### src/rtl/divider_shift_sub_signed_pkg.sv
// Shared types and sizing helpers for the signed shift-subtract divider.
package div_pkg;

  localparam int unsigned N_DEFAULT = 6;

  typedef enum logic [2:0] {IDLE, PREP, CALC, FIX, DONE} state_t;

  // Counter must hold 0..2N.
  function automatic int unsigned cnt_width(input int unsigned n);
    return $clog2(2 * n + 1);
  endfunction

endpackage

### src/rtl/divider_shift_sub_signed_if.sv
// Start/busy/done request and result bundle for the signed divider.
interface divider_shift_sub_signed_if #(
  parameter int unsigned N = div_pkg::N_DEFAULT
);
  logic                  start;
  logic signed [2*N-1:0] dividend;
  logic signed [N-1:0]   divisor;
  logic                  busy;
  logic                  done;
  logic signed [2*N-1:0] quotient;
  logic signed [N-1:0]   remainder;
  logic                  div_by_zero;
  logic                  overflow;

  modport master (
    output start, dividend, divisor,
    input  busy, done, quotient, remainder, div_by_zero, overflow
  );

  modport slave (
    input  start, dividend, divisor,
    output busy, done, quotient, remainder, div_by_zero, overflow
  );
endinterface

### src/rtl/divider_shift_sub_signed_abs_conv.sv
// Conditional two's-complement negate: magnitude when neg_i is the sign, restore otherwise.
module abs_conv #(
  parameter int unsigned W = 8
) (
  input  logic [W-1:0] val_i,
  input  logic         neg_i,
  output logic [W-1:0] res_o
);
  assign res_o = neg_i ? (~val_i + W'(1)) : val_i;
endmodule

### src/rtl/divider_shift_sub_signed.sv
// Sequential signed restoring divider: 2N-bit dividend / N-bit divisor, one quotient bit per cycle.
module divider_shift_sub_signed
  import div_pkg::*;
#(
  parameter int unsigned N = N_DEFAULT
) (
  input logic                        clk,
  input logic                        rst,
  divider_shift_sub_signed_if.slave  bus
);
  localparam int unsigned W  = 2 * N;
  localparam int unsigned CW = cnt_width(N);

  state_t          state_q;
  logic [W-1:0]    dividend_q;
  logic [N-1:0]    divisor_q;
  logic [W-1:0]    dq_q;        // |dividend| shifting out, quotient bits shifting in
  logic [N-1:0]    dvs_mag_q;
  logic [N:0]      prem_q;
  logic [CW-1:0]   cnt_q;
  logic            q_sign_q;
  logic            r_sign_q;

  logic            fix_sel;
  logic [W-1:0]    wide_res;
  logic [N-1:0]    narrow_res;
  logic [N+1:0]    shifted;
  logic [N+1:0]    diff;
  logic            is_ovf;

  // One converter pair serves PREP (magnitudes) and FIX (sign restore).
  assign fix_sel = (state_q == FIX);

  abs_conv #(.W(W)) u_abs_wide (
    .val_i (fix_sel ? dq_q : dividend_q),
    .neg_i (fix_sel ? q_sign_q : dividend_q[W-1]),
    .res_o (wide_res)
  );

  abs_conv #(.W(N)) u_abs_narrow (
    .val_i (fix_sel ? prem_q[N-1:0] : divisor_q),
    .neg_i (fix_sel ? r_sign_q : divisor_q[N-1]),
    .res_o (narrow_res)
  );

  always_comb begin
    shifted = {prem_q, dq_q[W-1]};
    diff    = shifted - {2'b00, dvs_mag_q};
    is_ovf  = (dividend_q == {1'b1, {(W-1){1'b0}}}) && (divisor_q == '1);
  end

  always_ff @(posedge clk) begin
    if (rst) begin
      state_q         <= IDLE;
      dividend_q      <= '0;
      divisor_q       <= '0;
      dq_q            <= '0;
      dvs_mag_q       <= '0;
      prem_q          <= '0;
      cnt_q           <= '0;
      q_sign_q        <= 1'b0;
      r_sign_q        <= 1'b0;
      bus.busy        <= 1'b0;
      bus.done        <= 1'b0;
      bus.quotient    <= '0;
      bus.remainder   <= '0;
      bus.div_by_zero <= 1'b0;
      bus.overflow    <= 1'b0;
    end else begin
      unique case (state_q)
        IDLE: begin
          if (bus.start) begin
            dividend_q      <= bus.dividend;
            divisor_q       <= bus.divisor;
            bus.busy        <= 1'b1;
            bus.div_by_zero <= 1'b0;
            bus.overflow    <= 1'b0;
            if (bus.divisor == '0) begin
              bus.quotient    <= '0;
              bus.remainder   <= '0;
              bus.div_by_zero <= 1'b1;
              bus.done        <= 1'b1;
              state_q         <= DONE;
            end else begin
              state_q <= PREP;
            end
          end
        end
        PREP: begin
          dq_q      <= wide_res;
          dvs_mag_q <= narrow_res;
          q_sign_q  <= dividend_q[W-1] ^ divisor_q[N-1];
          r_sign_q  <= dividend_q[W-1];
          prem_q    <= '0;
          cnt_q     <= '0;
          state_q   <= CALC;
        end
        CALC: begin
          // Negative trial result restores the shifted remainder.
          prem_q <= diff[N+1] ? shifted[N:0] : diff[N:0];
          dq_q   <= {dq_q[W-2:0], ~diff[N+1]};
          cnt_q  <= cnt_q + CW'(1);
          if (cnt_q == CW'(W - 1)) state_q <= FIX;
        end
        FIX: begin
          bus.quotient  <= wide_res;
          bus.remainder <= narrow_res;
          bus.overflow  <= is_ovf;
          bus.done      <= 1'b1;
          state_q       <= DONE;
        end
        DONE: begin
          bus.done <= 1'b0;
          bus.busy <= 1'b0;
          state_q  <= IDLE;
        end
        default: state_q <= IDLE;
      endcase
    end
  end

endmodule
### src/flat_wrapper.sv
// flat-port wrapper written by rule: the top's interface ports become plain ports
module divider_shift_sub_signed_flat import div_pkg::*;
#(
  parameter int unsigned N = N_DEFAULT
)
  (clk, rst, bus_start, bus_dividend, bus_divisor, bus_busy, bus_done, bus_quotient, bus_remainder, bus_div_by_zero, bus_overflow);
  divider_shift_sub_signed_if #(.N(N)) bus_i ();
  input logic clk;
  input logic rst;
  input wire logic [$bits(bus_i.start)-1:0] bus_start;
  input wire logic [$bits(bus_i.dividend)-1:0] bus_dividend;
  input wire logic [$bits(bus_i.divisor)-1:0] bus_divisor;
  output wire logic [$bits(bus_i.busy)-1:0] bus_busy;
  output wire logic [$bits(bus_i.done)-1:0] bus_done;
  output wire logic [$bits(bus_i.quotient)-1:0] bus_quotient;
  output wire logic [$bits(bus_i.remainder)-1:0] bus_remainder;
  output wire logic [$bits(bus_i.div_by_zero)-1:0] bus_div_by_zero;
  output wire logic [$bits(bus_i.overflow)-1:0] bus_overflow;
  assign bus_i.start = bus_start;
  assign bus_i.dividend = bus_dividend;
  assign bus_i.divisor = bus_divisor;
  assign bus_busy = bus_i.busy;
  assign bus_done = bus_i.done;
  assign bus_quotient = bus_i.quotient;
  assign bus_remainder = bus_i.remainder;
  assign bus_div_by_zero = bus_i.div_by_zero;
  assign bus_overflow = bus_i.overflow;
  divider_shift_sub_signed #(.N(N)) u_core (.clk(clk), .rst(rst), .bus(bus_i));
endmodule
### config.mk
export PLATFORM = sky130hd
export DESIGN_NAME = divider_shift_sub_signed_flat
export DESIGN_NICKNAME = d
export VERILOG_FILES = /design/src/rtl/divider_shift_sub_signed_pkg.sv /design/src/rtl/divider_shift_sub_signed_if.sv /design/src/rtl/divider_shift_sub_signed_abs_conv.sv /design/src/rtl/divider_shift_sub_signed.sv /design/src/flat_wrapper.sv
export SDC_FILE = /design/constraint.sdc
export NUM_CORES = 1
export LEC_CHECK = 0
export CORE_AREA = 2 2 80 101
export CTS_CLUSTER_SIZE = 40
export DETAILED_ROUTE_END_ITERATION = 16
export DIE_AREA = 0 0 82 103
export PLACE_DENSITY = 0.75
export SETUP_SLACK_MARGIN = 0.3
export SYNTH_ARGS = -nofsm -noshare
export SYNTH_HDL_FRONTEND = slang
export SYNTH_SLANG_ARGS = --single-unit
### constraint.sdc
create_clock -name clk -period 2 [get_ports clk]
set_input_delay 0.2 -clock clk [delete_from_list [all_inputs] [get_ports clk]]
set_output_delay 0.2 -clock clk [all_outputs]
set_load 0.005 [all_outputs]
==> qor.txt, run 1 <==
Finished Cell Area -> 5535 um2
Clk Latency, worst-skew pair -> 0.36 ns
FILL cells -> 532
shortest period the worst path allows -> 1.930 ns
max-slew violations -> 0
clk sinks -> 74
post-place instance area -> 4583 um2
Row Count -> 36
Peak VDD IR -> 471.3 uV
CTS Hold Bufs -> 0
crit end category -> flop
worst reg2reg path depth -> 6
Least-Margin Pin Slew -> 0.4588 ns
diode count -> 0
Arrival @ worst endpoint -> 2.18 ns
Max stage delay on crit path -> 0.54 ns
leakage power -> 2.041 nW
Antenna Violating Nets Remaining -> 0
clk slew on worst S/H paths -> 0.09 ns
initial antenna violation count -> 0
hold wc startpoint -> rst
slowest CP cell -> or4_4
Die Height -> 103 um
post-route DRC violation count -> 0
GRT overflow -> 0
final setup vio count -> 0
Syn Area/Cell -> 8.483 um2
worst reg2reg path startpoint -> u_core.dividend_q[0]$_SDFFE_PP0P_
Nets -> 564
Post-Syn Nets -> 471
Initial DRC Count -> 354
Power Dens Cells -> 704.4 nW/um2
Unique masters post-synth -> 56
Reg2Reg Capture Point -> u_core.bus.quotient[10]$_SDFFE_PP0P_
final wirelength -> 11.36 mm
status -> completed
worst hold stages -> 4
Starting Density -> 49.44%
vias in the first global route -> 3,609
post-synthesis register bit count -> 74
gp weighted congestion -> 0.8934
TritonCTS Buffers -> 9
crit-path cells -> or4_4, nand2b_4, o31ai_4, a21oi_2, xnor2_2, a22o_1
die width -> 82 um
Ys Warns -> 0
RSZ-0062 raised after global routing -> yes
DR vias -> 3,736
top_reg_cell synth -> dfxtp_1
hold crit path type -> input pin to flop
Final Hold Violating Endpoints -> 0
clock root buffer -> clkbuf_8
CP bufs+invs -> 0
Crit Path Max Fanout -> 2
pin count of the biggest net entering global routing -> 64
critical path required time -> 2.25 ns
synth-to-layout area growth -> 47.96%
CTS Buffer Depth -> 2
CP top delay family -> simple AND/OR/NAND/NOR gates
CTS tree -> done
GR Util All Layers -> 26.64%
share of layout cells above drive strength 1 -> 33.21%
Pwr Total -> 3.899 mW
routed len/inst -> 17.92 um
max_cap viols -> 0
Post-synth EDFFs -> 0
die area -> 8446 um2
max frequency -> 518.1 MHz
number of port buffers -> 42
critical path launch point type -> flop
IO Pins -> 43
WHS -> 0.2202 ns
Cell Area, Synth -> 3741 um2
fin crit share -> 96.51%
Slew headroom -> 69.25%
fin util -> 73.15%
Mapped Cells -> 441
first-pass GRT wire length -> 17.11 mm
ys async rst share -> 0%
Setup CP Type -> flop to flop
Final HPWL DP -> 6.682 mm
register area share after synthesis -> 39.60%
core area -> 7567 um2
Worst R2R Setup Slack -> 0.07 ns
Via density -> 5.893
DRT Pass-1 Iters -> 5
hold path endpoint -> u_core.prem_q[2]$_SDFFE_PP0P_
htree depth -> 3
Final Skew -> 0.01054 ns
-- Yosys cell counts (all sizes together) (2+ instances only) --
master | number | share of area, %
nand3 | 6 | 0.80
nor2 | 34 | 3.4
nor2b | 4 | 0.87
o2bb2ai | 2 | 0.47
nand2b | 10 | 1.7
or2 | 2 | 0.33
dfxtp | 74 | 40
nand4 | 2 | 0.33
or3 | 2 | 0.33
xor2 | 10 | 2.5
mux2 | 3 | 0.90
or4 | 2 | 0.50
and2 | 2 | 0.33
inv | 12 | 1.2
clkbuf | 15 | 1.5
nand2 | 71 | 7.1
o31ai | 2 | 0.40
a41oi | 2 | 0.47
a22o | 10 | 2.3
ha | 8 | 2.7
xnor2 | 20 | 4.7
o22ai | 3 | 0.50
nor4b | 2 | 0.47
buf | 10 | 2.1
a211oi | 5 | 1.0
a22oi | 22 | 4.5
mux2i | 16 | 4.4
nor3 | 6 | 1.1
nor4 | 5 | 1.0
a21oi | 47 | 6.3
a31oi | 3 | 0.50
o21a | 2 | 0.40
o21ai | 14 | 1.9
nor3b | 2 | 0.40
-- final cells by class --
class / count / area [um2] / share of cell area [%]
clock inverter: 7 / 93.84 / 1.695
inverter: 12 / 45.04 / 0.8137
timing repair buffer: 105 / 1021 / 18.44
clock buffer: 9 / 123.9 / 2.238
sequential: 74 / 1500 / 27.10
tap: 95 / 118.9 / 2.147
multi-input combinational: 332 / 2633 / 47.56
-- power by group --
part           switching, mW  internal, mW
clock                  0.605         0.699
combinational          0.496         0.474
sequential            0.0883          1.54
total                   1.19          2.71
-- registers in the layout, indices dropped and copies added, names as in the netlist, 3 cells and up --
register and flops:
u_core.bus.quotient 12, u_core.dividend_q 12, u_core.dq_q 12, u_core.prem_q 7, u_core.bus.remainder 6, u_core.divisor_q 6
u_core.dvs_mag_q 6, u_core.cnt_q 4, u_core.state_q 3
-- routing by layer --
layer / wire [um] / track usage (%)
met4: 424 / 15.38
met5: 0 / 0
met1: 4653 / 31.87
met2: 5673 / 44.84
met3: 611 / 4.203
-- metrics by stage --
stage / std cells / setup WS (ns) / setup TNS, ns
2_1_floorplan: 441 / 0.07706 / 0
4_1_cts: 625 / 0.04432 / 0
3_3_place_gp: 586 / -0.2055 / -3.301
6_report: 634 / 0.06980 / 0
5_1_grt: 634 / 0.03243 / 0
3_5_place_dp: 586 / -0.2386 / -3.983
-- repair_timing --
| action | 4_1_cts | 5_1_grt |
|---|---|---|
| pin swaps | 34 | 28 |
| setup endpoints to repair | 46 | 46 |
| resized for setup | 59 | 55 |
| endpoints found under the hold margin | 0 | 0 |
| buffers inserted | 20 | 9 |
| cloned | 3 | 0 |
-- worst register-to-register path, cell delays in order, from the launching register on --
cell and delay [ns]:
dfxtp_2 0.33, or4_4 0.54, nand2b_4 0.18, o31ai_4 0.28, a21oi_2 0.13, xnor2_2 0.18, a22o_1 0.19
-- logic make-up (layout without fill, tap and decap cells) --
| family | after synthesis | after routing | synth area share [%] |
|---|---|---|---|
| XOR/XNOR | 30 | 30 | 7.224 |
| adder cells (fa/ha/maj) | 9 | 9 | 3.211 |
| AO/OA/AOI/OAI | 118 | 118 | 20.33 |
| flip-flops | 74 | 74 | 39.60 |
| buffers and inverters | 37 | 133 | 4.815 |
| multiplexers | 19 | 20 | 5.284 |
| AND/OR/NAND/NOR | 154 | 155 | 19.53 |
-- cell usage in the layout, fill, tap and decap left out, types with 3 or more instances in the layout --
cell type,count
nand2b_1,6
mux2i_1,9
a22o_1,10
a21oi_4,4
nor2b_4,3
nor4_2,3
xnor2_2,3
o21ai_0,6
ha_4,7
nor2_4,3
a22oi_2,5
dfxtp_1,59
nand2_1,70
clkbuf_8,9
buf_6,13
nand3_1,4
xor2_1,9
a21oi_2,3
buf_12,5
o22ai_1,3
clkdlybuf4s50_1,37
xnor2_1,17
nor3_4,3
inv_2,7
a211oi_1,4
mux2i_4,6
dlygate4sd2_1,3
a21oi_1,40
buf_4,44
dfxtp_2,15
o21ai_1,7
a22oi_1,17
nor2_1,29
nand2b_4,4
inv_1,5
-- how the worst max path moves through the flow --
stage	from	end	slack [ns]	depth (start not counted)
3_3_place_gp	bus_divisor[1]	u_core.bus.quotient[10]$_SDFFE_PP0P_	-0.21	7
6_report	u_core.dividend_q[0]$_SDFFE_PP0P_	u_core.bus.quotient[10]$_SDFFE_PP0P_	0.07	6
2_1_floorplan	u_core.dvs_mag_q[1]$_SDFFE_PP0P_	u_core.prem_q[0]$_SDFFE_PP0P_	0.08	8
5_1_grt	u_core.dvs_mag_q[1]$_SDFFE_PP0P_	u_core.prem_q[0]$_SDFFE_PP0P_	0.03	9
4_1_cts	u_core.prem_q[0]$_SDFFE_PP0P_	u_core.prem_q[0]$_SDFFE_PP0P_	0.04	8
3_5_place_dp	bus_divisor[1]	u_core.bus.remainder[4]$_SDFFE_PP0P_	-0.24	7
No activity file was read; power rests on OpenSTA's default activity.
==> inputs of run 2 (changes only) <==
CORE_AREA = 10 10 90 111   (was 2 2 80 101)
DIE_AREA = 0 0 100 121   (was 0 0 82 103)
SYNTH_HIERARCHICAL = 1   (was default)
==> qor.txt, run 2 <==
status -> finished with violations
failing checks -> setup timing
ys async rst share -> 0% (unchanged)
slowest CP cell -> dfxtp_2
Final Hold Violating Endpoints -> 0 (unchanged)
Final HPWL DP -> 7.693 mm (+15%)
Initial DRC Count -> 408 (+15%)
post-route DRC violation count -> 0 (unchanged)
CTS Hold Bufs -> 0 (unchanged)
sequential cell area -> 1495 um2 (-0.33%)
Row Count -> 36 (unchanged)
GR Util All Layers -> 20.73% (-5.9 points)
shortest period the worst path allows -> 2.558 ns (+0.6282 ns)
xor-xnor portion of the synthesized cell area -> 4.032% (-3.2 points)
TritonCTS Buffers -> 9 (unchanged)
Starting Density -> 50.18% (+0.74 points)
Syn Area/Cell -> 7.743 um2 (-8.7%)
Antenna Violating Nets Remaining -> 0 (unchanged)
GRT overflow -> 0 (unchanged)
Cell Area, Synth -> 3910 um2 (+4.5%)
die area -> 12,100 um2 (+43%)
Worst R2R Setup Slack -> -0.56 ns (-0.63 ns)
crit end category -> flop
fin crit share -> 127.9% (+31 points)
Post-synth EDFFs -> 0 (unchanged)
largest family of logic cells by synthesized area -> simple AND/OR/NAND/NOR gates
Post-Synth Simple-Gate Area -> 26.53% (+7.0 points)
initial antenna violation count -> 0 (unchanged)
commonest cells after routing, fill and taps aside -> nand2_1, buf_4, dfxtp_1, clkdlybuf4s50_1, nor2_1
max frequency -> 390.9 MHz (-25%)
CTS Buffer Depth -> 2 (unchanged)
hold crit path type -> input pin to flop
dpl cells -> 679 (+16%)
diode count -> 0 (unchanged)
clock root buffer -> clkbuf_8
pin count of the biggest net entering global routing -> 23 (-64%)
Ys Warns -> 6 (+6)
synth cell count leaders -> nand2_1, dfxtp_1, nor2_1
clk sinks -> 74 (unchanged)
Setup CP Type -> flop to flop
CP bufs+invs -> 4 (+4)
Layout Cells excl Fill -> 735 (+16%)
Final Skew -> 0.01727 ns (+0.006733 ns)
Clk Latency, worst-skew pair -> 0.37 ns (about the same)
critical path launch point type -> flop
Slew headroom -> 70.00% (+0.76 points)
crit-path cells -> nand2_4, buf_6, nor2_4, nand2_1, nand2_2, buf_4, buf_6, inv_4, ha_4, nand2b_4, o21ai_4, xnor2_2, nand2_1, a311oi_2
core area -> 7792 um2 (+3.0%)
Yosys top cell area share -> 37.89% (-1.7 points)
top_reg_cell synth -> dfxtp_1
Via density -> 6.339 (+7.6%)
final setup vio count -> 35 (+35)
share of layout cells above drive strength 1 -> 39.69% (+6.5 points)
synth top area cells -> dfxtp_1, nand2_1, a21oi_1
Peak VDD IR -> 591.3 uV (+25%)
first-pass GRT wire length -> 20.67 mm (+21%)
routed len/inst -> 21.32 um (+19%)
htree depth -> 3 (unchanged)
Least-Margin Pin Slew -> 0.4483 ns (-0.01051 ns)
Crit Path Max Fanout -> 7 (+5)
register area share after synthesis -> 37.89% (-1.7 points)
area of the multi-input gates -> 2864 um2 (+8.8%)
dpl ws -> -0.5210 ns (-0.2824 ns)
clk slew on worst S/H paths -> 0.07 ns (-0.02 ns)
gp weighted congestion -> 0.9329 (+4.4%)
Power Dens Cells -> 1004 nW/um2 (+43%)
synth-to-layout area growth -> 57.60%
IO Pins -> 43 (unchanged)
Mapped Cells -> 505 (+15%)
Synth area leader -> dfxtp_1
leakage power -> 2.487 nW (+22%)
vias in the first global route -> 4,352 (+21%)
critical path required time -> 2.26 ns (about the same)
Pwr Total -> 6.187 mW (+59%)
final wirelength -> 15.67 mm (+38%)
CP top delay family -> simple AND/OR/NAND/NOR gates
commonest non-fill, non-tap cell in the layout -> nand2_1
mux cell area share after synthesis -> 0.5120% (-4.8 points)
Die Height -> 121 um (+17%)
number of port buffers -> 42 (unchanged)
die width -> 100 um (+22%)
Nets -> 667 (+18%)
Synth Area in Compound Gates -> 22.14% (+1.8 points)
DR vias -> 4,659 (+25%)
Post-Synth Adder-Cell Area -> 3.392% (+0.18 points)
DRT Pass-1 Iters -> 8 (+3)
Final WS setup -> -0.5584 ns (-0.6282 ns)
FILL cells -> 449 (-16%)
Unique masters post-synth -> 57 (+1.8%)
Arrival @ worst endpoint -> 2.82 ns (+0.64 ns)
RSZ-0062 raised after global routing -> yes
Max stage delay on crit path -> 0.36 ns (-0.18 ns)
post-synthesis register bit count -> 74 (unchanged)
fin util -> 79.08% (+5.9 points)
max_cap viols -> 0 (unchanged)
max-slew violations -> 0 (unchanged)
cell with the most instances after synthesis -> nand2_1
CTS tree -> done
top flop regs -> u_core/bus.quotient x12, u_core/dividend_q x12, u_core/dq_q x12
Post-Syn Nets -> 536 (+14%)
[run 2: cell count changes after synthesis, moves of 9 or more]
cell,delta
nand2_1,+73
a22oi_1,-18
mux2i_1,-13
a21oi_1,-12
a311oi_1,+12
a22o_1,+9
nor2_1,+9
[run 2: repair_timing]
| action | CTS | global route |
|---|---|---|
| setup endpoints to repair | 43 | 45 |
| setup buffers | 19 | 19 |
| cloned | 3 | 0 |
| hold endpoints to repair | 0 | 0 |
| pin swaps | 55 | 37 |
| resized for setup | 73 | 72 |
[run 2: per-stage QoR]
stage	hold WS (ns)	setup TNS [ns]	cell area (um2)
detailed placement	0.4535	-9.908	4938
floorplan	0.3360	-3.615	4071
finish	0.2260	-9.118	6162
global route	0.2210	-10.41	6162
global placement	0.4473	-7.654	4938
CTS	0.1963	-2.933	5668
[run 2: cell type report]
class / count / area share [%]
multi-input cells: 384 / 46.48
flip-flops and latches: 74 / 24.26
repair buffers: 151 / 22.68
clock buffers: 13 / 2.579
well taps: 95 / 1.929
inverters: 16 / 1.096
clock inverters: 2 / 0.9746
[run 2: worst paths after layout]
kind	startpoint	to	cells past startpoint
worst max-delay path	u_core/state_q[0]$_SDFFE_PP0P_	u_core/dq_q[6]$_SDFFE_PP0N_	14
worst min-delay path	rst	u_core/cnt_q[0]$_SDFFE_PP0N_	2
worst max register to register	u_core/state_q[0]$_SDFFE_PP0P_	u_core/dq_q[6]$_SDFFE_PP0N_	14
worst min register to register	u_core/bus.div_by_zero$_SDFFE_PP0P_	u_core/bus.div_by_zero$_SDFFE_PP0P_	2
[run 2: power breakdown]
| part | leakage, nW | switching [mW] | internal, mW |
|---|---|---|---|
| Sequential | 0.607 | 0.215 | 1.67 |
| Clock | 0.110 | 0.579 | 0.766 |
| Combinational | 1.77 | 1.60 | 1.36 |
| Total | 2.49 | 2.39 | 3.80 |
[run 2: logic make-up after synthesis]
group                    after synthesis
flip-flops                            74
AND/OR/NAND/NOR                      236
adder cells (fa/ha/maj)               10
XOR/XNOR                              18
AO/OA/AOI/OAI                        117
multiplexers                           2
buffers and inverters                 48
[run 2: worst register-to-register path, stage by stage (launching register included)]
cell and delay [ns]:
dfxtp_2 0.36, nand2_4 0.07, buf_6 0.13, nor2_4 0.24
nand2_1 0.16, nand2_2 0.11, buf_4 0.12, buf_6 0.10
inv_4 0.04, ha_4 0.16, nand2b_4 0.14, o21ai_4 0.10
xnor2_2 0.34, nand2_1 0.11, a311oi_2 0.30
[run 2: metal layers]
metal	up-vias	part of all wire, %	track usage, %
met5	-	0	0
met4	0	8.3	12.65
met3	130	9.0	4.957
met2	346	47	35.86
met1	2163	36	22.21
li1	2020	-	-
